===== src/rtl/gpio_in_cond.sv =====
// GPIO input conditioning: 2-flop synchronizer, per-bit glitch filter, registered
// level with rise/fall pulses, and a one-shot capture of the two boot straps.
module gpio_in_cond #(
  parameter int Width        = 32,
  parameter int FilterCycles = 16,
  parameter int StrapLsb     = 16
) (
  input  logic             clk_i,
  input  logic             rst_ni,
  input  logic [Width-1:0] cio_gpio_p2d_i,
  input  logic [Width-1:0] filter_en_i,
  output logic [Width-1:0] data_in_o,
  output logic [Width-1:0] rise_o,
  output logic [Width-1:0] fall_o,
  output logic [1:0]       strap_o,
  output logic             strap_valid_o
);

  localparam int CntW = (FilterCycles > 1) ? $clog2(FilterCycles) : 1;
  localparam logic [CntW-1:0] CntMax = CntW'(FilterCycles - 1);

  logic [Width-1:0] sync1_q, sync2_q;
  logic [Width-1:0] cand_q, cand_d;
  logic [CntW-1:0]  cnt_q [Width];
  logic [CntW-1:0]  cnt_d [Width];
  logic [Width-1:0] qual;
  logic [Width-1:0] data_q, data_d;
  logic [Width-1:0] prev_q;
  logic [1:0]       boot_cnt_q;
  logic [1:0]       strap_q;
  logic             strap_valid_q;

  always_ff @(posedge clk_i or negedge rst_ni) begin
    if (!rst_ni) begin
      sync1_q <= '0;
      sync2_q <= '0;
    end else begin
      sync1_q <= cio_gpio_p2d_i;
      sync2_q <= sync1_q;
    end
  end

  // The filter runs regardless of enable so re-enabling on a stable input adds no delay.
  // Qualification looks at the updated count, so FilterCycles=1 matches the bypass path.
  always_comb begin
    for (int i = 0; i < Width; i++) begin
      cand_d[i] = cand_q[i];
      cnt_d[i]  = cnt_q[i];
      if (sync2_q[i] != cand_q[i]) begin
        cand_d[i] = sync2_q[i];
        cnt_d[i]  = '0;
      end else if (cnt_q[i] != CntMax) begin
        cnt_d[i] = cnt_q[i] + CntW'(1);
      end
      qual[i]   = (cnt_d[i] == CntMax);
      data_d[i] = data_q[i];
      if (!filter_en_i[i] || qual[i]) begin
        data_d[i] = sync2_q[i];
      end
    end
  end

  always_ff @(posedge clk_i or negedge rst_ni) begin
    if (!rst_ni) begin
      cand_q <= '0;
      data_q <= '0;
      prev_q <= '0;
      for (int i = 0; i < Width; i++) begin
        cnt_q[i] <= '0;
      end
    end else begin
      cand_q <= cand_d;
      data_q <= data_d;
      prev_q <= data_q;
      for (int i = 0; i < Width; i++) begin
        cnt_q[i] <= cnt_d[i];
      end
    end
  end

  // sync2 first carries a pad value sampled after reset on the third edge, so capture then.
  always_ff @(posedge clk_i or negedge rst_ni) begin
    if (!rst_ni) begin
      boot_cnt_q    <= '0;
      strap_q       <= '0;
      strap_valid_q <= 1'b0;
    end else begin
      if (boot_cnt_q != 2'd2) begin
        boot_cnt_q <= boot_cnt_q + 2'd1;
      end
      if (boot_cnt_q == 2'd2 && !strap_valid_q) begin
        strap_q       <= sync2_q[StrapLsb+1:StrapLsb];
        strap_valid_q <= 1'b1;
      end
    end
  end

  assign data_in_o     = data_q;
  assign rise_o        = data_q & ~prev_q;
  assign fall_o        = ~data_q & prev_q;
  assign strap_o       = strap_q;
  assign strap_valid_o = strap_valid_q;

endmodule


===== config.mk =====
export PLATFORM = sky130hd
export DESIGN_NAME = gpio_in_cond
export DESIGN_NICKNAME = d
export VERILOG_FILES = /design/src/rtl/gpio_in_cond.sv
export SDC_FILE = /design/constraint.sdc
export NUM_CORES = 1
export LEC_CHECK = 0
export ABC_AREA = 1
export BUFFER_PORTS_ARGS = -buffer_cell sky130_fd_sc_hd__buf_2
export CORE_ASPECT_RATIO = 0.75
export CORE_MARGIN = 1
export CORE_UTILIZATION = 49
export DETAILED_ROUTE_END_ITERATION = 7
export PLACE_DENSITY = 0.73
export SLEW_MARGIN = 20
export SYNTH_ARGS = -nofsm -noshare
export SYNTH_HDL_FRONTEND = slang
export SYNTH_SLANG_ARGS = --single-unit

===== constraint.sdc =====
create_clock -name clk_i -period 1.8 [get_ports clk_i]
set_input_delay 0.18 -clock clk_i [delete_from_list [all_inputs] [get_ports clk_i]]
set_output_delay 0.18 -clock clk_i [all_outputs]
set_load 0.02 [all_outputs]

==> After elaboration in Yosys (flattened, before gate mapping) <==
Cells that the tools add are included.
{ "totals": {"out_inout_bits": 99, "word_cells": 367, "regBits": 293, "input_bits": 66} }
{ "classes": {"mux": 64, "reduce_logical": 66, "addsub": 33, "bitwise_logic": 4, "n_eq_ne": 98} }
{ "op_table": {"columns": ["cell", "count"], "rows": [
  ["2-to-1 mux 4 bit", 64],
  ["adder 4 x 1 -> 4 bit, second input constant", 32],
  ["== test 4 bit, second input constant", 32],
  ["!= test 4 bit, second input constant", 32],
  ["AND 32 bit", 2],
  ["inverter 32 bit", 2],
  ["zero test 1 bit", 33],
  ["logical OR 1 bit", 32],
  ["!= test 1 bit", 32],
  ["adder 2 x 1 -> 2 bit, second input constant", 1],
  ["== test 2 bit, second input constant", 1],
  ["!= test 2 bit, second input constant", 1],
  ["logical AND 1 bit", 1]
]} }

==> Logic depth before layout (Yosys ltp) <==
{ "logic_depth": {"depth_word": 5, "ltp_mapped": 10, "ltp_nobuf": 10} }

==> Worst setup path after synthesis <==
OpenSTA, ideal clock, no wires.
{ "synth_timing": {"path_type": "register to register", "startpoint": "register cnt_q[0] in the netlist's numbering", "endpoint": "register data_q[31] (netlist: data_in_o[31])", "required_ns": 1.683, "t_arrival_ns": 1.252, "stages_incl_launch_ff": 9, "setup_slack_ns": 0.431, "setup_ns": 0.117, "period_less_slack_ns": 1.369, "path_buffers": 0, "cell_sequence": "dfrtp_1 ha_1 or2_2 nand3_1 nor2_1 nand3_1 nand2_1 nand2_1 nand2_1"} }
{ "synth_via": {"elab_chain_cells": 5, "elab_cells_between_ends": 6, "cone_classes": "add/sub (1); eq/ne (2); mux (2); reduce/logical (1)"} }
{ "synth_lines": {"columns": ["item", "line", "text"], "rows": [
  ["start: declaration", "24", "logic [CntW-1:0] cnt_q [Width];"],
  ["start signal: indexed assignment", "76", "cnt_q[i] <= cnt_d[i];"],
  ["adder 4 x 1 -> 4 bit / != test 4 bit (equally long branches)", "53, 52", null],
  ["2-to-1 mux 4 bit (*)", "52", "end else if (cnt_q[i] != CntMax) begin"],
  ["2-to-1 mux 4 bit (*)", "49", "if (sync2_q[i] != cand_q[i]) begin"],
  ["== test 4 bit (*)", "55", "qual[i] = (cnt_d[i] == CntMax);"],
  ["logical OR 1 bit (*)", "57", "if (!filter_en_i[i] || qual[i]) begin"],
  ["end signal: assignment", "73", "data_q <= data_d;"],
  ["end: declaration", "27", "logic [Width-1:0] data_q, data_d;"]
]} }
Mark *: on every way between the ends. The rest lies on a longest branch, timed or not.
A chain may end at the register's enable or synchronous reset.

==> Final worst setup path <==
{ "layout_timing": {"startpoint": "register cnt_q[16] in the netlist's numbering", "endpoint": "register data_q[27] (netlist: data_in_o[27])"} }
The elaborated chain is that of the path after synthesis.

==> metrics.md <==
| Metric | Value |
|---|---|
| Standard cell core area | 0.0262 sq mm |
| Post-synthesis adder-cell area fraction | 3.15% |
| Width of the chip | 191 microns |
| Initial cell density of the core | between 50% and 60% |
| Total vias in the final route | 10,200 |
| Sinks on Clock Net | 293 |
| Post-layout instance area | 0.0160 sq mm |
| Post-CTS resize count | 0 |
| Portion of the clock cycle consumed by the worst path in the final layout | 86.7% |
| Worst path required time | around 2200 ps |
| Transition time at the pin with the least slew margin | 434 ps |
| Critical path destination | data_in_o[27]$_DFFE_PN0P_ |
| Total instance count after detailed placement | 2,035 |
| Max-cap viol count | 0 |
| Maximum root-to-sink buffer count | 3 |
| Placed Area | 0.0144 sq mm |
| Setup repair after global routing missed its margin | no |
| Maximum number of pins on one net before global-route repair | 57 |
| Synthesized-area fraction occupied by ao, oa, aoi and oai cells | under 10% |
| Final number of max-transition violations | 0 |
| Clock root buffer | sky130_fd_sc_hd__clkbuf_16 |
| Total power density per cell area | 960 mW/mm^2 |
| Fill cell instance count of the final layout | 2,144 |
| Hold Violations, Final | 0 |
| # DRC | 0 |
| Length in cells of the worst reg-to-reg path | 9 |
| Outcome | finished, final reports clean |
| Max Freq | 641 MHz |
| Largest vdd supply drop | 0.000699 V |
| Path category of the worst min-delay check | primary input to asynchronous set/reset pin |
| Final count of negative-setup-slack endpoints | 0 |
| Cell count after synthesis | 1,547 |
| Highest fanout seen on the critical path | 4 |
| Footprint of the flip-flops and latches | 0.00733 sq mm |
| Clock Latency Late Sink | around 550 ps |
| Vias per Instance | 4.75 |
| Detailed-route wire length | 24.6 mm |
| Antenna violations before repair | 0 |
| Highest-count cells in the layout ignoring fill and taps | 382 x sky130_fd_sc_hd__nand2_1, 293 x sky130_fd_sc_hd__dfrtp_1, 269 x sky130_fd_sc_hd__inv_1 |
| Post-route non-filler standard cell count | 2,154 |
| Number of clock buffers inserted by TritonCTS | 29 |
| Critical path arrival | 2000 ps |
| Area growth, synth to finish | 22.0% |
| Buffer count from post-CTS setup fixing | 0 |
| Flops & latches, synth | ~290 |
| Static leakage | 8.81 nW |
| Height of the chip | 144 microns |
| Clock input transition at the sequential cells of the worst setup and hold paths | 60 ps |
| Launch point of the worst reg-to-reg path | cnt_q[16]$_DFF_PN0_ |
| Wire length per cell after detailed routing | 11.4 microns |
| Slew Limit Headroom | 71.1% |
| Port Buf Inserts | around 160 |
| Clk_skew | 6.82 ps |
| Setup Crit Path Kind | flop to flop |
| Most frequent standard cell in the layout excluding fill and tap cells | sky130_fd_sc_hd__nand2_1 |
| Combined area of the multi-input logic cells | 0.00465 sq mm |
| Vias in the first global route | 9,619 |
| Critical Path Sink Type | flop |
| Total routing resource utilization after global routing | 18.4% |
| First-iteration detailed-routing DRC count | 527 |
| Fraction of final layout cells with drive strength greater than 1 | 16.8% |
| Post-synth cell types | 22 |
| Crit path launch type | flop |
| Die footprint | 0.0275 sq mm |
| Total gr overflow | 0 |
| Dominant combinational cell family by area after synthesis | simple AND/OR/NAND/NOR gates |
| Part of the Yosys area used for sequential elements | 55.9% |
| First-pass GRT wire length | 42.4 mm |
| Detailed-placement wirelength estimate | 16.9 mm |
| Worst setup startpoint | cnt_q[16]$_DFF_PN0_ |
| Share of the synthesized netlist area taken by xor and xnor gates | less than 1% |
| CTS tree | done |
| Multiplexer share of the synthesized area | 0% |
| Standard-cell rows | 51 |
| Area share of and/or/nand/nor cells after synthesis | 29.2% |
| Capture instance of the worst register-to-register path | data_in_o[27]$_DFFE_PN0P_ |
| Post-Synthesis Cell Area | 0.0131 sq mm |
| Antenna fix cells | 0 |
| Number of iterations in the first detailed-routing pass | 5 |
| Min Clock Period, post-route | 1560 ps |
| Post-route worst hold slack | approximately 160 ps |
| Final estimated routing congestion in global placement | 0.838 |
| Final total negative setup slack | 0 ps |
| Layout Utilization | between 60 and 70% |
| Post-synthesis area per instance | 8.49 sq um |
| Top-level port count | about 170 |
| R2R Setup Slk | 240 ps |
| Number of hold buffers added after CTS | 65 |
| Synth warn | 0 |
| Net count reported at finish | 1,886 |
| Maximum level of the CTS H-tree | 1 |
| Final antenna-violating net count | 0 |
| Mapped Nets | 1,646 |
## report_power, final
| part | leakage, nW | switching (W) | total, W | internal (W) |
|---|---|---|---|---|
| logic | 4.67 | 0.00116 | 0.00193 | 0.000771 |
| clock network | 0.474 | 0.00253 | 0.00596 | 0.00343 |
| registers | 3.67 | 0.000439 | 0.00749 | 0.00705 |
## cell type report
cell class                 instances  share of cell area [%]
clock buffer                      39                    5.02
inverter                         270                    6.33
multi-input combinational        951                    29.1
clock inverter                    15                   0.875
timing repair buffer             242                    10.2
sequential                       293                    45.8
tap                              344                    2.69
## cells by family after synthesis
| family | after synthesis |
|---|---|
| flops | 293 |
| xor+xnor | 11 |
| buf+inv | 303 |
| fa+ha+maj | 33 |
| simple gates | 853 |
| compound gates | 54 |
## cells in the mapped netlist
cell type / instances / area share, %
sky130_fd_sc_hd__nand2_1: 382 / 11
sky130_fd_sc_hd__dfrtp_1: 293 / 56
sky130_fd_sc_hd__inv_1: 269 / 7.7
sky130_fd_sc_hd__nor2_1: 173 / 4.9
sky130_fd_sc_hd__nand3_1: 169 / 6.4
sky130_fd_sc_hd__nand4_1: 53 / 2.5
sky130_fd_sc_hd__ha_1: 33 / 3.1
sky130_fd_sc_hd__clkbuf_1: 32 / 0.92
sky130_fd_sc_hd__nand3_2: 25 / 1.9
sky130_fd_sc_hd__nor2_2: 25 / 1.2
sky130_fd_sc_hd__or2_2: 25 / 1.2
sky130_fd_sc_hd__o21ai_0: 16 / 0.61
sky130_fd_sc_hd__a21oi_1: 15 / 0.57
sky130_fd_sc_hd__a31oi_1: 12 / 0.57
sky130_fd_sc_hd__xnor2_1: 11 / 0.73
sky130_fd_sc_hd__a21boi_1: 8 / 0.46
sky130_fd_sc_hd__a21boi_2: 1 / 0.086
sky130_fd_sc_hd__a21oi_2: 1 / 0.067
sky130_fd_sc_hd__buf_4: 1 / 0.057
sky130_fd_sc_hd__inv_2: 1 / 0.029
sky130_fd_sc_hd__nand2_2: 1 / 0.048
sky130_fd_sc_hd__o21ai_1: 1 / 0.038
## routing by layer
metal | global-route usage [%] | vias up | wire length [microns]
met5 | 0 | - | 0
met4 | 4.34 | 0 | 467
met3 | 3.10 | 32 | 1180
met2 | 31.4 | 210 | 11500
met1 | 24.6 | 4674 | 11400
li1 | - | 5306 | -
## registers in the layout (all words and copies together), names as in the netlist
register,flops
sync1_q,32
cnt_q,128
data_in_o,32
prev_q,32
cand_q,32
sync2_q,32
strap_valid_o,1
boot_cnt_q,2
strap_o,2
## worst min path at each step
stage	start	end	slack, ps	cells after the start
2_1_floorplan	rst_ni	boot_cnt_q[0]$_DFFE_PN0P_	-120	0
3_3_place_gp	rst_ni	prev_q[2]$_DFF_PN0_	130	1
3_5_place_dp	rst_ni	prev_q[2]$_DFF_PN0_	130	1
4_1_cts	rst_ni	cnt_q[119]$_DFF_PN0_	130	2
5_1_grt	rst_ni	cnt_q[119]$_DFF_PN0_	170	2
6_report	rst_ni	prev_q[1]$_DFF_PN0_	160	2
## stage by stage
step	worst slack (ps)	power [W]
floorplan	431	0.00873
global placement	336	0.00933
detailed placement	274	0.00942
CTS	231	0.0156
global route	96.0	0.0162
finish	239	0.0154
## critical path: stages (launching register included)
cell                      delay (ps)
sky130_fd_sc_hd__dfrtp_1         410
sky130_fd_sc_hd__ha_1            250
sky130_fd_sc_hd__nand2_1         100
sky130_fd_sc_hd__nand2_1          50
sky130_fd_sc_hd__o21ai_0         270
sky130_fd_sc_hd__nor2_1          100
sky130_fd_sc_hd__nand2_1         100
sky130_fd_sc_hd__nand2_1          70
sky130_fd_sc_hd__nand2_1          70
sky130_fd_sc_hd__nand2_1          50
Note: power is estimated with default switching activity, not from simulation.
